### src/rtl/automata_window_buffer.sv
// -----------------------------------------------------------------------------
// automata_window_buffer
//
// Takes one cellular-automaton row as CHUNKS_PER_ROW chunks of CHUNK_W cells.
// For each chunk it emits one window made of the chunk plus HALO neighbour
// cells on each side. Halo cells that fall outside the row edges are filled
// with PAD_VAL. The window for chunk j can only be built once chunk j+1 has
// arrived, because its right halo comes from that chunk. The window for the
// final chunk is therefore produced internally in the DRAIN state.
//
// Ports
//   clk        rising-edge clock
//   clear      asynchronous active-high reset
//   flush      synchronous abort of the current row (wins over handshakes)
//   in_valid   in_data is valid
//   in_ready   the buffer accepts in_data this cycle
//   in_data    one chunk; the MSB is the earliest (left-most) cell
//   out_valid  out_data and the flags are valid
//   out_ready  the consumer takes the window
//   out_data   {left halo, centre chunk, right halo}, MSB first
//   out_first  the window is chunk 0 of the row
//   out_last   the window is chunk CHUNKS_PER_ROW-1 of the row
// -----------------------------------------------------------------------------
module automata_window_buffer #(
    parameter int   CHUNK_W        = 20,
    parameter int   HALO           = 1,
    parameter int   CHUNKS_PER_ROW = 32,
    parameter logic PAD_VAL        = 1'b0
) (
    input  logic                      clk,
    input  logic                      clear,
    input  logic                      flush,
    input  logic                      in_valid,
    output logic                      in_ready,
    input  logic [CHUNK_W-1:0]        in_data,
    output logic                      out_valid,
    input  logic                      out_ready,
    output logic [CHUNK_W+2*HALO-1:0] out_data,
    output logic                      out_first,
    output logic                      out_last
);

    localparam int               COL_W    = (CHUNKS_PER_ROW > 1) ? $clog2(CHUNKS_PER_ROW) : 1;
    localparam logic [COL_W-1:0] LAST_COL = COL_W'(CHUNKS_PER_ROW - 1);
    localparam logic [HALO-1:0]  PAD_HALO = {HALO{PAD_VAL}};
    localparam bit               SINGLE   = (CHUNKS_PER_ROW == 1);

    typedef enum logic [1:0] {EMPTY, HOLD, DRAIN} state_t;

    state_t             state, state_nxt;
    logic [COL_W-1:0]   col;
    logic [CHUNK_W-1:0] hold;   // centre chunk whose window still lacks a right halo
    logic [HALO-1:0]    lh;     // left halo for the window of hold
    logic               free;
    logic               in_acc;
    logic               out_acc;

    // The output register can take a new window when it is empty or is
    // being emptied this cycle.
    assign free    = !out_valid || out_ready;
    assign in_acc  = in_valid && in_ready;
    assign out_acc = out_valid && out_ready;

    always_comb begin
        in_ready  = 1'b0;
        state_nxt = state;
        case (state)
            EMPTY: begin
                in_ready = 1'b1;
                if (in_acc) state_nxt = SINGLE ? DRAIN : HOLD;
            end
            HOLD: begin
                in_ready = free;
                if (in_acc && (col == LAST_COL)) state_nxt = DRAIN;
            end
            DRAIN: begin
                if (free) state_nxt = EMPTY;
            end
            default: state_nxt = EMPTY;
        endcase
        if (flush) state_nxt = EMPTY;
    end

    always_ff @(posedge clk or posedge clear) begin
        if (clear) begin
            state     <= EMPTY;
            col       <= '0;
            hold      <= '0;
            lh        <= '0;
            out_valid <= 1'b0;
            out_data  <= '0;
            out_first <= 1'b0;
            out_last  <= 1'b0;
        end else if (flush) begin
            // Abort the row: any handshake seen in this cycle is discarded.
            state     <= EMPTY;
            col       <= '0;
            out_valid <= 1'b0;
            out_first <= 1'b0;
            out_last  <= 1'b0;
        end else begin
            state <= state_nxt;
            if (out_acc) out_valid <= 1'b0;
            case (state)
                EMPTY: begin
                    // Chunk 0 only primes the buffer; its window needs chunk 1.
                    if (in_acc) begin
                        hold <= in_data;
                        lh   <= PAD_HALO;
                        col  <= COL_W'(1);
                    end
                end
                HOLD: begin
                    if (in_acc) begin
                        out_data  <= {lh, hold, in_data[CHUNK_W-1 -: HALO]};
                        out_valid <= 1'b1;
                        out_first <= (col == COL_W'(1));
                        out_last  <= 1'b0;
                        lh        <= hold[HALO-1:0];
                        hold      <= in_data;
                        if (col != LAST_COL) col <= col + COL_W'(1);
                    end
                end
                DRAIN: begin
                    // The last chunk has no successor; its right halo is padding.
                    if (free) begin
                        out_data  <= {lh, hold, PAD_HALO};
                        out_valid <= 1'b1;
                        out_last  <= 1'b1;
                        out_first <= SINGLE;
                        col       <= '0;
                    end
                end
                default: ;
            endcase
        end
    end

endmodule

### config.mk
export PLATFORM = sky130hd
export DESIGN_NAME = automata_window_buffer
export DESIGN_NICKNAME = d
export VERILOG_FILES = /design/src/rtl/automata_window_buffer.sv
export SDC_FILE = /design/constraint.sdc
export NUM_CORES = 1
export LEC_CHECK = 0
export BUFFER_PORTS_ARGS = -buffer_cell sky130_fd_sc_hd__buf_4
export CAP_MARGIN = 10
export CORE_UTILIZATION = 35
export DETAILED_ROUTE_END_ITERATION = 16
export SKIP_LAST_GASP = 1
export SYNTH_ARGS = -nofsm -noshare
export SYNTH_HDL_FRONTEND = slang
export SYNTH_SLANG_ARGS = --single-unit
export TNS_END_PERCENT = 50
### constraint.sdc
create_clock -name clk -period 2.3 [get_ports clk]
set_input_delay 0.345 -clock clk [delete_from_list [all_inputs] [get_ports clk]]
set_output_delay 0.345 -clock clk [all_outputs]
set_load 0.01 [all_outputs]
==> insert_results.sql, run 1 <==
INSERT INTO impl_metrics (metric_group, metric, value, unit) VALUES
('outcome', 'status', 'finished, final reports clean', ''),
('cts', 'cts_hold_buffers', '0', ''),
('detailed_routing', 'drt_first_pass_iters', '7', ''),
('logic_synthesis', 'synth.avg_cell_area', '13.6', 'um^2'),
('logic_synthesis', 'postSynthCellCount', '177', ''),
('worst_setup_path', 'worst_path_dominant_cell_family', 'simple AND/OR/NAND/NOR gates', ''),
('final_layout', 'filler_cell_count', '588', ''),
('cts', 'cts.reportedPaths.clkPinSlew', '0.10', 'ns'),
('global_routing', 'initial_antenna_violation_count', '0', ''),
('cts', 'cts_setup_buffers', '0', ''),
('place', 'detailedPlace.worstSlack', '0.217', 'ns'),
('floorplan', 'initial_core_util', '37.0', '%'),
('sta', 'final.hold.worst_slack', '0.0755', 'ns'),
('run', 'timing.max_cap.violations', '0', ''),
('worst_setup_path', 'cp_slowest_cell', 'or3_2', ''),
('floorplan', 'io_pins', '51', ''),
('final_layout', 'synthToLayoutAreaGrowth', '25.0', '%'),
('worst_setup_path', 'worstPathArrival', '2.28', 'ns'),
('sta', 'setup_repair_after_global_routing_missed_its_margin', 'false', ''),
('logic_synthesis', 'synth-edff-count', '0', ''),
('sta', 'timing_hold_violations_final', '0', ''),
('sta', 'max_transition_viols_final', '0', ''),
('worst_setup_path', 'required_time_at_the_endpoint_of_the_critical_path', '2.49', 'ns'),
('worst_setup_path', 'cp_slowest_stage_delay', '0.48', 'ns'),
('cts', 'clock_sinks', '53', ''),
('worst_setup_path', 'cp-end-kind', 'flop', ''),
('place', 'gp_congestion', '0.802', ''),
('pwr', 'power_density', '1130', 'mW/mm^2'),
('final_layout', 'final_cell_count_no_fill', '312', ''),
('detailed_routing', 'drt-wirelength-per-cell', '14.4', 'um'),
('logic_synthesis', 'synth.most_common_cell', 'dfrtp_1', ''),
('floorplan', 'design.die.area', '0.00720', 'mm^2'),
('detailed_routing', 'drcViolationCount', '0', ''),
('pwr', 'ir_drop', '0.461', 'mV'),
('detailed_routing', 'first_iter_violations', '55', ''),
('place', 'post-dp-hpwl', '3.18', 'mm'),
('floorplan', 'num_rows', '29', ''),
('global_routing', 'grt_max_degree', '29', ''),
('logic_synthesis', 'netlist_top_cells_count', '53 x dfrtp_1, 41 x mux2_2, 7 x ha_1, 7 x inv_1, 7 x o21ai_0', ''),
('sta', 'achievable-frequency', '0.480', 'GHz'),
('logic_synthesis', 'yosys.area.top_type', 'dfrtp_1', ''),
('place', 'placed_area', '0.00290', 'mm^2'),
('sta', 'timing_worst_slew_pin_value', '0.554', 'ns'),
('logic_synthesis', 'netlist-cell-type-count', '41', ''),
('sta', 'slew_headroom', '63.0', '%'),
('pwr', 'power.static_leakage', '1.41', 'nW'),
('final_layout', 'num_antenna_cells', '0', ''),
('worst_setup_path', 'timing.critical_path.buf_inv', '1', ''),
('worst_setup_path', 'path_cells', 'inv_1, ha_1, or3_2, a21oi_2, a311o_4, mux2_4', ''),
('logic_synthesis', 'yosysTopAreaCellShare', '55.2', '%'),
('detailed_routing', 'ant_nets', '0', ''),
('cts', 'htree_num_levels', '2', ''),
('logic_synthesis', 'synth_seq_cells', '53', ''),
('sta', 'clock_skew', '0.0101', 'ns'),
('floorplan', 'chipHeight', '84.9', 'um'),
('logic_synthesis', 'async_flop_share', '100', '%'),
('global_routing', 'grtUsageTotal', '13.6', '%'),
('final_layout', 'regArea', '0.00133', 'mm^2'),
('logic_synthesis', 'ys.flop_type', 'dfrtp_1', ''),
('worst_hold_path', 'hold_path_class', 'input port to async pin', ''),
('final_layout', 'postLayoutCellArea', '0.00300', 'mm^2'),
('worst_setup_path', 'cp-start-kind', 'flop', ''),
('place', 'placedCellCount', '304', ''),
('logic_synthesis', 'yosysWarnings', '0', ''),
('logic_synthesis', 'synth-seq-area-share', '55.2', '%'),
('sta', 'postLayoutSetupSlackWorst', '0.216', 'ns'),
('cts', 'insertion_delay', '0.31', 'ns'),
('sta', 'setup_total_negative_slack', '0', 'ns'),
('cts', 'tritoncts.num_buffers', '5', ''),
('cts', 'cts_tree', 'done', ''),
('logic_synthesis', 'cell_area_after_synthesis', '0.00240', 'mm^2');
## power by group
part / switching (mW) / leakage [nW] / total [mW] / internal, mW
clock: 0.315 / 0.0518 / 0.566 / 0.250
sequential: 0.195 / 0.646 / 1.49 / 1.30
combinational: 0.555 / 0.715 / 1.33 / 0.772
## registers in the layout, summed over array words and instances, names as in the netlist
name       count
col            5
out_last       1
state          2
out_data      22
out_valid      1
out_first      1
hold          20
lh             1
## per-layer routing
metal / up-vias / track usage [%] / wire length (um) / part of all wire, %
met2: 41 / 21.7 / 2140 / 48
met5: - / 0 / 0 / 0
li1: 754 / - / - / -
met3: 5 / 3.99 / 254 / 5.7
met1: 799 / 17.4 / 2030 / 45
met4: 0 / 5.55 / 61 / 1.4
## worst register-to-register path: stages (launching register included)
cell	delay, ns
dfrtp_1	0.40
inv_1	0.09
ha_1	0.26
or3_2	0.48
a21oi_2	0.24
a311o_4	0.19
mux2_4	0.30
## final cells by class
cell class                      instances  area share, %
Clock buffer                            6           2.75
Clock inverter                          2          0.583
Inverter                                9           1.12
Multi-Input combinational cell        108           32.7
Sequential cell                        53           44.1
Tap cell                               77           3.21
Timing Repair Buffer                   57           15.5
## final timing paths
path,startpoint,end,slack [ns],depth (start not counted)
max,state[0],col[1],0.22,6
min,clear,hold[13],0.08,2
max reg2reg,state[0],col[1],0.22,6
min reg2reg,hold[18],out_data[19],0.50,1
max in group asynchronous,clear,hold[16],1.67,3
min in group clk,in_data[13],hold[13],0.26,2
## kinds of logic after synthesis
logic type,Yosys count,synth area share [%]
adders and majority gates,7,3.64
and+or+nand+nor,32,7.91
AOI/OAI and AO/OA,23,7.34
DFF,53,55.2
buffers and inverters,16,3.96
muxes,46,22.0
## stage by stage
step           util, %  power, mW
3_5_place_dp      44.7       2.87
5_1_grt           46.3       3.62
6_report          46.3       3.39
4_1_cts           46.3       3.45
2_1_floorplan        -       2.30
3_3_place_gp      44.7       2.84
## cell usage in the layout, fill, tap and decap left out, types with 2 or more instances in the layout
master | netlist | final
buf_4 | 3 | 54
dfrtp_1 | 53 | 53
mux2_2 | 41 | 41
o21ai_0 | 7 | 7
ha_1 | 7 | 7
inv_1 | 7 | 6
clkbuf_8 | 0 | 6
nand3_1 | 4 | 4
nor2_1 | 4 | 4
a21oi_1 | 3 | 3
inv_2 | 2 | 3
nand4_1 | 3 | 3
nand3b_1 | 3 | 3
nand2_1 | 3 | 3
and3_1 | 3 | 3
mux2_4 | 3 | 3
buf_12 | 0 | 3
nor3b_1 | 2 | 2
nor2b_1 | 2 | 2
o31ai_1 | 2 | 2
Power figures use the tool's default switching activity.
==> run 2, diff against run 1 <==
--- a/config.mk
+++ b/config.mk
@@ -9,6 +9,7 @@
 export CAP_MARGIN = 10
 export CORE_UTILIZATION = 35
 export DETAILED_ROUTE_END_ITERATION = 16
+export PLACE_DENSITY = 0.53
 export SKIP_LAST_GASP = 1
 export SYNTH_ARGS = -nofsm -noshare
 export SYNTH_HDL_FRONTEND = slang
==> insert_results.sql, run 2 (synthesis results as in run 1) <==
INSERT INTO impl_metrics (metric_group, metric, value, unit) VALUES
('final_layout', 'mostFrequentLayoutCell', 'buf_4', ''),
('outcome', 'status', 'complete, but fails checks', ''),
('worst_setup_path', 'timing.critical_path.fanout_max', '6', ''),
('cts', 'cts_root_buf', 'clkbuf_8', ''),
('worst_setup_path', 'timing.setup.critical_path_class', 'flop to flop', ''),
('final_layout', 'largest_register_ff_count', '22', ''),
('final_layout', 'num-nets-final', '266', ''),
('worst_setup_path', 'required_time_at_the_endpoint_of_the_critical_path', '2.50', 'ns'),
('detailed_routing', 'drt-wirelength-per-cell', '14.7', 'um'),
('sta', 'setup_violations', '0', ''),
('sta', 'final.hold.worst_slack', '0.0816', 'ns'),
('cts', 'cts_setup_buffers', '0', ''),
('pwr', 'power_density', '1130', 'mW/mm^2'),
('sta', 'setup_repair_after_global_routing_missed_its_margin', 'false', ''),
('worst_setup_path', 'worstReg2RegStart', 'state[1]', ''),
('global_routing', 'grt_max_degree', '28', ''),
('place', 'post-dp-hpwl', '3.26', 'mm'),
('detailed_routing', 'num_vias', '1581', ''),
('floorplan', 'core-area', '0.00649', 'mm^2'),
('pwr', 'power.static_leakage', '1.41', 'nW'),
('sta', 'setup_total_negative_slack', '0', 'ns'),
('detailed_routing', 'drt_wl_total', '4.59', 'mm'),
('cts', 'htree_num_levels', '2', ''),
('floorplan', 'chipHeight', '84.9', 'um'),
('detailed_routing', 'first_iter_violations', '57', ''),
('place', 'port_buffers', '50', ''),
('worst_setup_path', 'r2r_slack', '0.22', 'ns'),
('sta', 'slew_headroom', '61.8', '%'),
('global_routing', 'grt_pass1_wl', '7.76', 'mm'),
('outcome', 'violated_checks', 'DRC', ''),
('cts', 'postCtsResizedCells', '0', ''),
('sta', 'achievable-frequency', '0.481', 'GHz'),
('place', 'gp_congestion', '0.774', ''),
('sta', 'timing_hold_violations_final', '0', ''),
('worst_setup_path', 'launching_element_of_the_worst_setup_path', 'state[1]', ''),
('worst_setup_path', 'worstPathArrival', '2.28', 'ns'),
('detailed_routing', 'ant_nets', '0', ''),
('cts', 'insertion_delay', '0.31', 'ns'),
('final_layout', 'biggestRegsByFlops', 'out_data: 22 flops, hold: 20 flops, col: 5 flops', ''),
('worst_setup_path', 'cp-end-kind', 'flop', ''),
('final_layout', 'top_library_cells_by_usage_in_the_layout_fill_and_taps_aside', '55 x buf_4, 53 x dfrtp_1, 41 x mux2_2', ''),
('final_layout', 'drive_above_1_share', '50.2', '%'),
('detailed_routing', 'drt_first_pass_iters', '12', ''),
('detailed_routing', 'drt-vias-per-instance', '5.07', ''),
('global_routing', 'grt_overflow', '0', ''),
('final_layout', 'synthToLayoutAreaGrowth', '24.5', '%'),
('run', 'timing.max_cap.violations', '0', ''),
('worst_setup_path', 'timing.rr.end', 'col[4]', ''),
('sta', 'postLayoutSetupSlackWorst', '0.223', 'ns'),
('cts', 'cts.reportedPaths.clkPinSlew', '0.10', 'ns'),
('sta', 'max_transition_viols_final', '0', ''),
('final_layout', 'filler_cell_count', '634', ''),
('global_routing', 'grtUsageTotal', '14.2', '%'),
('worst_setup_path', 'setup.worst_path.end', 'col[4]', ''),
('cts', 'cts_buffer_depth', '2', ''),
('cts', 'clock_sinks', '53', ''),
('sta', 'clock_skew', '0.00809', 'ns'),
('floorplan', 'io_pins', '51', ''),
('cts', 'cts_tree', 'done', ''),
('cts', 'cts_hold_buffers', '0', ''),
('floorplan', 'fp.dieW', '84.9', 'um'),
('pwr', 'ir_drop', '0.481', 'mV'),
('floorplan', 'design.die.area', '0.00720', 'mm^2'),
('worst_hold_path', 'hold_path_class', 'input port to async pin', ''),
('sta', 'shortest_clock_period_the_worst_path_allows_after_layout', '2.08', 'ns'),
('worst_setup_path', 'cp-start-kind', 'flop', ''),
('final_layout', 'regMostFlops', 'out_data', ''),
('pwr', 'total_power', '3.39', 'mW'),
('global_routing', 'grt_pass1_vias', '1572', ''),
('cts', 'tritoncts.num_buffers', '5', ''),
('sta', 'timing_worst_slew_pin_value', '0.572', 'ns'),
('sta', 'post-route-period-util', '90.3', '%'),
('floorplan', 'num_rows', '29', ''),
('final_layout', 'num_antenna_cells', '0', ''),
('floorplan', 'initial_core_util', '37.0', '%'),
('detailed_routing', 'drcViolationCount', '2', ''),
('global_routing', 'initial_antenna_violation_count', '0', ''),
('worst_setup_path', 'reg2regPathDepth', '6', ''),
('place', 'detailedPlace.worstSlack', '0.227', 'ns');
[run 2: power breakdown]
part / switching [mW] / internal [mW]
clock network: 0.320 / 0.250
logic: 0.556 / 0.774
registers: 0.197 / 1.30
total: 1.07 / 2.32
[run 2: worst min-delay path by stage]
stage             start           end  slack [ns]  cells after the start
2_1_floorplan  hold[18]  out_data[19]        0.45                      1
3_3_place_gp      clear       hold[3]        0.45                      2
3_5_place_dp      clear       hold[3]        0.45                      2
4_1_cts           clear       hold[3]         0.1                      2
5_1_grt           clear       hold[3]        0.12                      2
6_report          clear       hold[3]        0.08                      2
[run 2: critical path, stage by stage, from the launching register on]
cell,delay [ns]
dfrtp_1,0.38
inv_1,0.10
ha_1,0.27
or3_2,0.51
a21oi_2,0.23
a311o_4,0.19
mux2_4,0.30
[run 2: cell type report]
class                           instances  area (um^2)  share of cell area (%)
Timing Repair Buffer                   57          453                    15.1
Tap cell                               77         96.3                    3.22
Multi-Input combinational cell        108          982                    32.8
Sequential cell                        53         1330                    44.3
Inverter                                9         33.8                    1.13
Clock inverter                          2         17.5                   0.586
Clock buffer                            6         82.6                    2.76
[run 2: layer usage]
metal	GRT usage [%]	vias up	wire, um
met1	18.3	789	2040
met2	22.8	31	2270
met5	0	-	0
met3	3.40	8	191
li1	-	753	-
met4	6.01	0	84
[run 2: stage by stage]
step	cells	util, %	area (um^2)
2_1_floorplan	177	-	2400
3_3_place_gp	304	44.5	2890
3_5_place_dp	304	44.5	2890
4_1_cts	312	46.1	2990
5_1_grt	312	46.1	2990
6_report	312	46.1	2990
